**src/rtl/alu381_pkg.sv**
```systemverilog
// rtl/alu381_pkg.sv - op codes, FSM states and helpers shared by the 381 ALU sequencer
package alu381_pkg;

  localparam logic [2:0] OP_CLR = 3'b000;
  localparam logic [2:0] OP_BMA = 3'b001;
  localparam logic [2:0] OP_AMB = 3'b010;
  localparam logic [2:0] OP_ADD = 3'b011;
  localparam logic [2:0] OP_XOR = 3'b100;
  localparam logic [2:0] OP_OR  = 3'b101;
  localparam logic [2:0] OP_AND = 3'b110;
  localparam logic [2:0] OP_ILL = 3'b111;

  localparam int SETTLE_W = 4;

  typedef enum logic [1:0] {
    ST_IDLE,
    ST_PRIME,
    ST_APPLY,
    ST_DONE
  } state_t;

  // The ALU carry pin is meaningless for these, so the captured carry is zeroed
  function automatic logic is_logic_op(input logic [2:0] op);
    return (op == OP_XOR) || (op == OP_OR) || (op == OP_AND);
  endfunction

  // Clear and illegal are answered directly without driving the ALU
  function automatic logic skips_alu(input logic [2:0] op);
    return (op == OP_CLR) || (op == OP_ILL);
  endfunction

endpackage

```
**src/rtl/alu381_sequencer_if.sv**
```systemverilog
// rtl/alu381_sequencer_if.sv - command, ALU-pin and response bundle of the 381 ALU sequencer
interface alu381_sequencer_if #(
  parameter int TAG_W = 4
);

  logic             cmd_valid;
  logic             cmd_ready;
  logic [2:0]       cmd_op;
  logic [3:0]       cmd_a;
  logic [3:0]       cmd_b;
  logic [TAG_W-1:0] cmd_tag;

  logic [3:0]       alu_a;
  logic [3:0]       alu_b;
  logic [2:0]       alu_s;
  logic [3:0]       alu_f;
  logic             alu_c;

  logic             rsp_valid;
  logic             rsp_ready;
  logic [3:0]       rsp_f;
  logic             rsp_c;
  logic             rsp_err;
  logic [TAG_W-1:0] rsp_tag;

  logic             busy;

  // master is the environment: requester, response consumer and the ALU itself
  modport master (
    output cmd_valid, cmd_op, cmd_a, cmd_b, cmd_tag, rsp_ready, alu_f, alu_c,
    input  cmd_ready, alu_a, alu_b, alu_s, rsp_valid, rsp_f, rsp_c, rsp_err, rsp_tag, busy
  );

  modport slave (
    input  cmd_valid, cmd_op, cmd_a, cmd_b, cmd_tag, rsp_ready, alu_f, alu_c,
    output cmd_ready, alu_a, alu_b, alu_s, rsp_valid, rsp_f, rsp_c, rsp_err, rsp_tag, busy
  );

endinterface

```
**src/rtl/alu381_sequencer.sv**
```systemverilog
// rtl/alu381_sequencer.sv - primes the 381 select to 000, applies the op, captures {C,F} after SETTLE cycles
module alu381_sequencer
  import alu381_pkg::*;
#(
  parameter int SETTLE = 2,
  parameter int TAG_W  = 4
) (
  input  logic               clk,
  input  logic               rst_n,
  alu381_sequencer_if.slave  bus
);

  state_t                state;
  state_t                state_nxt;
  logic [SETTLE_W-1:0]   cnt;
  logic [2:0]            op_q;
  logic [3:0]            a_q;
  logic [3:0]            b_q;
  logic [3:0]            f_q;
  logic                  c_q;
  logic                  err_q;
  logic [TAG_W-1:0]      tag_q;

  logic                  cmd_ready_c;
  logic                  rsp_valid_c;
  logic                  busy_c;
  logic [2:0]            alu_s_c;
  logic                  accept;
  logic                  last_settle;

  assign accept      = bus.cmd_valid && cmd_ready_c;
  assign last_settle = (cnt == SETTLE_W'(SETTLE - 1));

  always_ff @(posedge clk) begin
    if (!rst_n) begin
      state <= ST_IDLE;
    end else begin
      state <= state_nxt;
    end
  end

  always_comb begin
    state_nxt   = state;
    cmd_ready_c = 1'b0;
    rsp_valid_c = 1'b0;
    busy_c      = 1'b1;
    alu_s_c     = OP_CLR;
    case (state)
      ST_IDLE: begin
        cmd_ready_c = 1'b1;
        busy_c      = 1'b0;
        if (bus.cmd_valid) begin
          state_nxt = skips_alu(bus.cmd_op) ? ST_DONE : ST_PRIME;
        end
      end
      ST_PRIME: begin
        state_nxt = ST_APPLY;
      end
      ST_APPLY: begin
        alu_s_c = op_q;
        if (last_settle) begin
          state_nxt = ST_DONE;
        end
      end
      ST_DONE: begin
        rsp_valid_c = 1'b1;
        if (bus.rsp_ready) begin
          state_nxt = ST_IDLE;
        end
      end
      default: begin
        state_nxt = ST_IDLE;
      end
    endcase
  end

  always_ff @(posedge clk) begin
    if (!rst_n) begin
      cnt   <= '0;
      op_q  <= OP_CLR;
      a_q   <= '0;
      b_q   <= '0;
      f_q   <= '0;
      c_q   <= 1'b0;
      err_q <= 1'b0;
      tag_q <= '0;
    end else begin
      if (accept) begin
        op_q  <= bus.cmd_op;
        tag_q <= bus.cmd_tag;
        f_q   <= '0;
        c_q   <= 1'b0;
        err_q <= (bus.cmd_op == OP_ILL);
        cnt   <= '0;
        // Operand pins only move for ops that actually drive the ALU
        if (!skips_alu(bus.cmd_op)) begin
          a_q <= bus.cmd_a;
          b_q <= bus.cmd_b;
        end
      end
      if (state == ST_APPLY) begin
        cnt <= cnt + 1'b1;
        if (last_settle) begin
          f_q <= bus.alu_f;
          c_q <= is_logic_op(op_q) ? 1'b0 : bus.alu_c;
        end
      end
    end
  end

  assign bus.cmd_ready = cmd_ready_c;
  assign bus.rsp_valid = rsp_valid_c;
  assign bus.busy      = busy_c;
  assign bus.alu_s     = alu_s_c;
  assign bus.alu_a     = a_q;
  assign bus.alu_b     = b_q;
  assign bus.rsp_f     = f_q;
  assign bus.rsp_c     = c_q;
  assign bus.rsp_err   = err_q;
  assign bus.rsp_tag   = tag_q;

endmodule

```
**src/flat_wrapper.sv**
```systemverilog
// flat-port wrapper written by rule: the top's interface ports become plain ports
module alu381_sequencer_flat import alu381_pkg::*;
#(
  parameter int SETTLE = 2,
  parameter int TAG_W  = 4
)
  (clk, rst_n, bus_cmd_valid, bus_cmd_op, bus_cmd_a, bus_cmd_b, bus_cmd_tag, bus_rsp_ready, bus_alu_f, bus_alu_c, bus_cmd_ready, bus_alu_a, bus_alu_b, bus_alu_s, bus_rsp_valid, bus_rsp_f, bus_rsp_c, bus_rsp_err, bus_rsp_tag, bus_busy);
  alu381_sequencer_if #(.TAG_W(TAG_W)) bus_i ();
  input  logic clk;
  input  logic rst_n;
  input wire logic [$bits(bus_i.cmd_valid)-1:0] bus_cmd_valid;
  input wire logic [$bits(bus_i.cmd_op)-1:0] bus_cmd_op;
  input wire logic [$bits(bus_i.cmd_a)-1:0] bus_cmd_a;
  input wire logic [$bits(bus_i.cmd_b)-1:0] bus_cmd_b;
  input wire logic [$bits(bus_i.cmd_tag)-1:0] bus_cmd_tag;
  input wire logic [$bits(bus_i.rsp_ready)-1:0] bus_rsp_ready;
  input wire logic [$bits(bus_i.alu_f)-1:0] bus_alu_f;
  input wire logic [$bits(bus_i.alu_c)-1:0] bus_alu_c;
  output wire logic [$bits(bus_i.cmd_ready)-1:0] bus_cmd_ready;
  output wire logic [$bits(bus_i.alu_a)-1:0] bus_alu_a;
  output wire logic [$bits(bus_i.alu_b)-1:0] bus_alu_b;
  output wire logic [$bits(bus_i.alu_s)-1:0] bus_alu_s;
  output wire logic [$bits(bus_i.rsp_valid)-1:0] bus_rsp_valid;
  output wire logic [$bits(bus_i.rsp_f)-1:0] bus_rsp_f;
  output wire logic [$bits(bus_i.rsp_c)-1:0] bus_rsp_c;
  output wire logic [$bits(bus_i.rsp_err)-1:0] bus_rsp_err;
  output wire logic [$bits(bus_i.rsp_tag)-1:0] bus_rsp_tag;
  output wire logic [$bits(bus_i.busy)-1:0] bus_busy;
  assign bus_i.cmd_valid = bus_cmd_valid;
  assign bus_i.cmd_op = bus_cmd_op;
  assign bus_i.cmd_a = bus_cmd_a;
  assign bus_i.cmd_b = bus_cmd_b;
  assign bus_i.cmd_tag = bus_cmd_tag;
  assign bus_i.rsp_ready = bus_rsp_ready;
  assign bus_i.alu_f = bus_alu_f;
  assign bus_i.alu_c = bus_alu_c;
  assign bus_cmd_ready = bus_i.cmd_ready;
  assign bus_alu_a = bus_i.alu_a;
  assign bus_alu_b = bus_i.alu_b;
  assign bus_alu_s = bus_i.alu_s;
  assign bus_rsp_valid = bus_i.rsp_valid;
  assign bus_rsp_f = bus_i.rsp_f;
  assign bus_rsp_c = bus_i.rsp_c;
  assign bus_rsp_err = bus_i.rsp_err;
  assign bus_rsp_tag = bus_i.rsp_tag;
  assign bus_busy = bus_i.busy;
  alu381_sequencer #(.SETTLE(SETTLE), .TAG_W(TAG_W)) u_core (.clk(clk), .rst_n(rst_n), .bus(bus_i));
endmodule
```
**config.mk**
```make
export PLATFORM = sky130hd
export DESIGN_NAME = alu381_sequencer_flat
export DESIGN_NICKNAME = d
export VERILOG_FILES = /design/src/rtl/alu381_pkg.sv /design/src/rtl/alu381_sequencer_if.sv /design/src/rtl/alu381_sequencer.sv /design/src/flat_wrapper.sv
export SDC_FILE = /design/constraint.sdc
export NUM_CORES = 1
export LEC_CHECK = 0
export ABC_AREA = 1
export BUFFER_PORTS_ARGS = -buffer_cell sky130_fd_sc_hd__buf_2
export CORE_MARGIN = 2
export CORE_UTILIZATION = 45
export CTS_BUF_LIST = sky130_fd_sc_hd__clkbuf_4 sky130_fd_sc_hd__clkbuf_8
export DETAILED_ROUTE_END_ITERATION = 7
export GPL_ROUTABILITY_DRIVEN = 0
export GPL_TIMING_DRIVEN = 0
export MAX_ROUTING_LAYER = met4
export PLACE_DENSITY_LB_ADDON = 0.2
export SYNTH_ARGS = -nofsm -noshare
export SYNTH_HDL_FRONTEND = slang
export SYNTH_SLANG_ARGS = --single-unit
```
**constraint.sdc**
```tcl
create_clock -name clk -period 3.2 [get_ports clk]
set_input_delay 0.96 -clock clk [delete_from_list [all_inputs] [get_ports clk]]
set_output_delay 0.96 -clock clk [all_outputs]
set_load 0.05 [all_outputs]
```
* Word level (Yosys, flattened, before mapping)
Cells that the tools add are included.
** Storage, ports and cells
- Flip-flop bits (word level) :: 27
- Input bits :: 24
- Output and inout bits :: 24
- Word-level logic and storage cells :: 49
** Cells by class
- $add $sub $neg :: 1
- Eq/ne operators :: 11
- Muxes and demuxes :: 18
- Bitwise logic cells :: 1
- Reductions and logical operators :: 9
** Operators with widths (number)
- 2-to-1 mux 4 bit :: 5
- == test 3 bit, second input constant :: 4
- 2-to-1 mux 2 bit :: 4
- one-hot mux 2 bit (4 select lines) :: 1
- 2-to-1 mux 1 bit :: 7
- adder 4 x 1 -> 4 bit, second input constant :: 1
- == test 2 bit, second input constant :: 2
- == test 4 x 1 -> 1 bit, second input constant :: 1
- != test 2 bit, second input constant :: 2
- logical NOT 3 bit :: 1
- logical OR 1 bit :: 3
- 2-to-1 mux 3 bit :: 1
- AND reduction 3 bit :: 1
- == test 2 x 1 -> 1 bit, second input constant :: 1
- logical NOT 2 bit :: 1
- != test 2 x 1 -> 1 bit, second input constant :: 1
- AND reduction 2 bit :: 1
- nonzero test 2 bit :: 1
- logical AND 1 bit :: 1
- inverter 1 bit :: 1

* Longest topological paths before layout
- Word-level depth :: 6
- Depth in mapped cells :: 9
- Mapped depth without buffers :: 9

* Worst setup path before layout
No wires, ideal clock.
- Path type :: reg2out
- From :: register u_core.state[0]
- To :: output bus_busy
- Arrival time :: 1.296 ns
- Required time :: 2.240 ns
- Path slack :: 0.944 ns
- Cell stages (with the launch flop) :: 4
- Cell sequence :: dfxtp_1 inv_1 ha_1 inv_1
** On the way
- Word-level cells in the longest chain between the ends :: 2
** Ends and longest elaborated chain
- start, declared :: line alu381_sequencer.sv:13 : state_t state;
- start signal, assigned :: line alu381_sequencer.sv:38 : state <= state_nxt;
- logical NOT 2 bit :: line alu381_sequencer.sv:48 : case (state)
- 2-to-1 mux 1 bit :: line alu381_sequencer.sv:48
- end, declared :: line flat_wrapper.sv:28 : output wire logic [$bits(bus_i.busy)-1:0] bus_busy;
No other way between the ends.

* Final worst setup path
- From :: register u_core.state[0]
- To :: output bus_alu_s[0]
** On the way
- Word-level cells in the longest chain between the ends :: 2
** Ends and longest elaborated chain
- == test 2 bit :: line alu381_sequencer.sv:48
- 2-to-1 mux 3 bit :: line alu381_sequencer.sv:48
- end, declared :: line flat_wrapper.sv:22 : output wire logic [$bits(bus_i.alu_s)-1:0] bus_alu_s;
No other way between the ends.

==> results.json <==
{
  "vias": 1164,
  "power_density_nw_per_um2": 784,
  "grt_max_degree": 15,
  "post_drt_wl_per_cell_microns": 10.6,
  "p_sw_frac": 0.475,
  "cp-start-kind": "flop",
  "yosys.area.top_type_share": 0.452,
  "ant_nets": 0,
  "total_power_w": 0.00118,
  "fmaxAchievable_mhz": 397,
  "cts_made_buffers": 3,
  "postCtsHoldBufs": 0,
  "period_share": 0.788,
  "avgSynthCellArea_sq_um": 7.52,
  "num_rows": 18,
  "antenna_found_initial": 0,
  "pwr-share-seq": 0.370,
  "ir_worst_vdd_uv": 474,
  "drt-initial-drc-count": 29,
  "slew_violations": 0,
  "yosysSeqAreaShare": 0.452,
  "yosysWarnings": 0,
  "status": "finished clean",
  "setup_violations": 0,
  "tns_ns": 0,
  "vias_per_cell": 4.85,
  "drive_above_1_share": 0.295,
  "path_class": "flop to output pin",
  "nNetsFinal": 241,
  "place_hpwl_microns": 2060,
  "synthTopCellsByArea": "dfxtp_1, nand2_1, a21oi_1",
  "start_util": 0.478,
  "drt_wl_total_microns": 2550,
  "clockBufferDepth": 2,
  "synth_commonest_cells": "nand2_1, dfxtp_1, nor2_1, a21oi_1, inv_1",
  "h-tree-depth": 1,
  "core_area_sq_um": 2500,
  "slew-limit-headroom": 0.700,
  "grt_pass1_vias": 1065,
  "clock_latency_ns": 0.32,
  "switchingPower_w": 0.000558,
  "instances_no_fill": 240,
  "numPlacedInstances": 236,
  "grt_pass1_wl_microns": 4300,
  "post_cts_resized": 0,
  "areaGrowthSynthToFinish_pct": 25.3,
  "clkSlewWorstSetupHoldPaths_ns": 0.13,
  "synthFlopType": "dfxtp_1",
  "synth_seq_cells": 27,
  "post_dp_cell_area_sq_um": 1470,
  "cts_tree": "done",
  "clock_sinks": 27,
  "cp_data_required_time_ns": 2.24,
  "synth-edff-count": 0,
  "grt_setup_unrepaired": "no",
  "endpoint_kind": "output pin",
  "antenna_cells": 0,
  "synth_largest_area_cell": "dfxtp_1",
  "die_x_microns": 55.6,
  "root_buffer": "clkbuf_4",
  "syn-cell-area_sq_um": 1200,
  "p_int_w": 0.000617,
  "fp.dieH_microns": 55.6,
  "cts_setup_buffers": 0,
  "grt_usage": 0.172,
  "ys_async_sr_fraction": 0,
  "netlist_instances": 159,
  "finalHoldViolCount": 0,
  "syn_nets": 189,
  "clkPwrFrac": 0.129,
  "first_pass_iters": 4,
  "grt-ovfl-total": 0,
  "synth_most_common_cell": "nand2_1",
  "io_buffer_count": 47,
  "cp.arrival_ns": 1.56,
  "dieArea_sq_um": 3090,
  "fin_crit_ns": 2.52,
  "p_comb_frac": 0.501,
  "worst_pin_slew_ns": 0.450,
  "hp-class": "flop to flop",
  "synth_cell_type_count": 23,
  "crit_fanout": 10,
  "power_leakage_nw": 0.763,
  "finClkSkew_ns": 0.00544,
  "cap_viol_max_count": 0,
  "num_io_pins": 48,
  "drc_errors": 0,
  "final_area_sq_um": 1500
}
## stage by stage
step	worst slack, ns	utilization	hold slack, ns
after floorplan	0.944	-	0.476
after global placement	1.07	0.588	0.450
after detailed placement	1.02	0.588	0.458
after CTS	0.654	0.600	0.477
after global routing	0.573	0.600	0.499
final	0.679	0.600	0.476
## cells by family after synthesis
family          Yosys count  share of synthesized area
xor+xnor                  2                     0.0146
flops                    27                      0.452
compound gates           31                      0.137
simple gates             70                      0.253
buf+inv                  23                     0.0805
fa+ha+maj                 6                     0.0628
## final timing paths
check,start,to,slack [ns],depth (start not counted)
max,u_core.state[0]$_SDFFE_PN0P_,bus_alu_s[0],0.68,6
min,u_core.bus.alu_a[3]$_SDFFE_PN0P_,u_core.bus.alu_a[3]$_SDFFE_PN0P_,0.48,2
max reg2reg,u_core.state[1]$_SDFFE_PN0P_,u_core.op_q[2]$_SDFFE_PN0P_,1.76,7
min reg2reg,u_core.bus.alu_a[3]$_SDFFE_PN0P_,u_core.bus.alu_a[3]$_SDFFE_PN0P_,0.48,2
## routing by layer
metal / global-route usage / wire (microns)
met1: 0.197 / 1150
met2: 0.315 / 1270
met3: 0.0211 / 98
met4: 0.0418 / 29
met5: - / 0
## registers in the layout (all words and copies together), names as in the netlist
name / cells
u_core.bus.alu_a: 4
u_core.bus.alu_b: 4
u_core.bus.rsp_f: 4
u_core.bus.rsp_tag: 4
u_core.cnt: 4
u_core.op_q: 3
u_core.state: 2
u_core.bus.rsp_c: 1
u_core.bus.rsp_err: 1
## placed cells by master (no fill, tap or decap), drive strengths merged
master / instances
dfxtp: 27
clkbuf: 4
buf: 52
nor2: 20
ha: 6
o21a: 1
xor2: 1
clkinv: 1
xnor2: 1
a21oi: 18
a211oi: 1
nand2: 39
nand4: 1
inv: 17
o21ai: 11
nand3: 10
## critical path, stage by stage, from the launching register on
cell and delay (ns):
dfxtp_1 0.34, inv_1 0.12, ha_1 0.19, buf_2 0.22
nand2_1 0.08, inv_1 0.05, buf_2 0.25
## power by group through the flow
stage                     Sequential (W)  Clock, W  Combinational (W)
after floorplan                 0.000550         0           0.000356
after global placement          0.000439         0           0.000576
after detailed placement        0.000442         0           0.000594
after CTS                       0.000435  0.000156           0.000596
after global routing            0.000444  0.000170           0.000642
final                           0.000434  0.000152           0.000589
## final cells by class
| type | instances | area (sq um) |
|---|---|---|
| Fill cell | 242 | 1000 |
| Inverter | 18 | 71.3 |
| Sequential cell | 27 | 541 |
| Buffer | 5 | 25.0 |
| Timing Repair Buffer | 47 | 235 |
| Multi-Input combinational cell | 109 | 559 |
| Tap cell | 30 | 37.5 |
| Clock buffer | 4 | 30.0 |
Note: power is estimated with default switching activity, not from simulation.
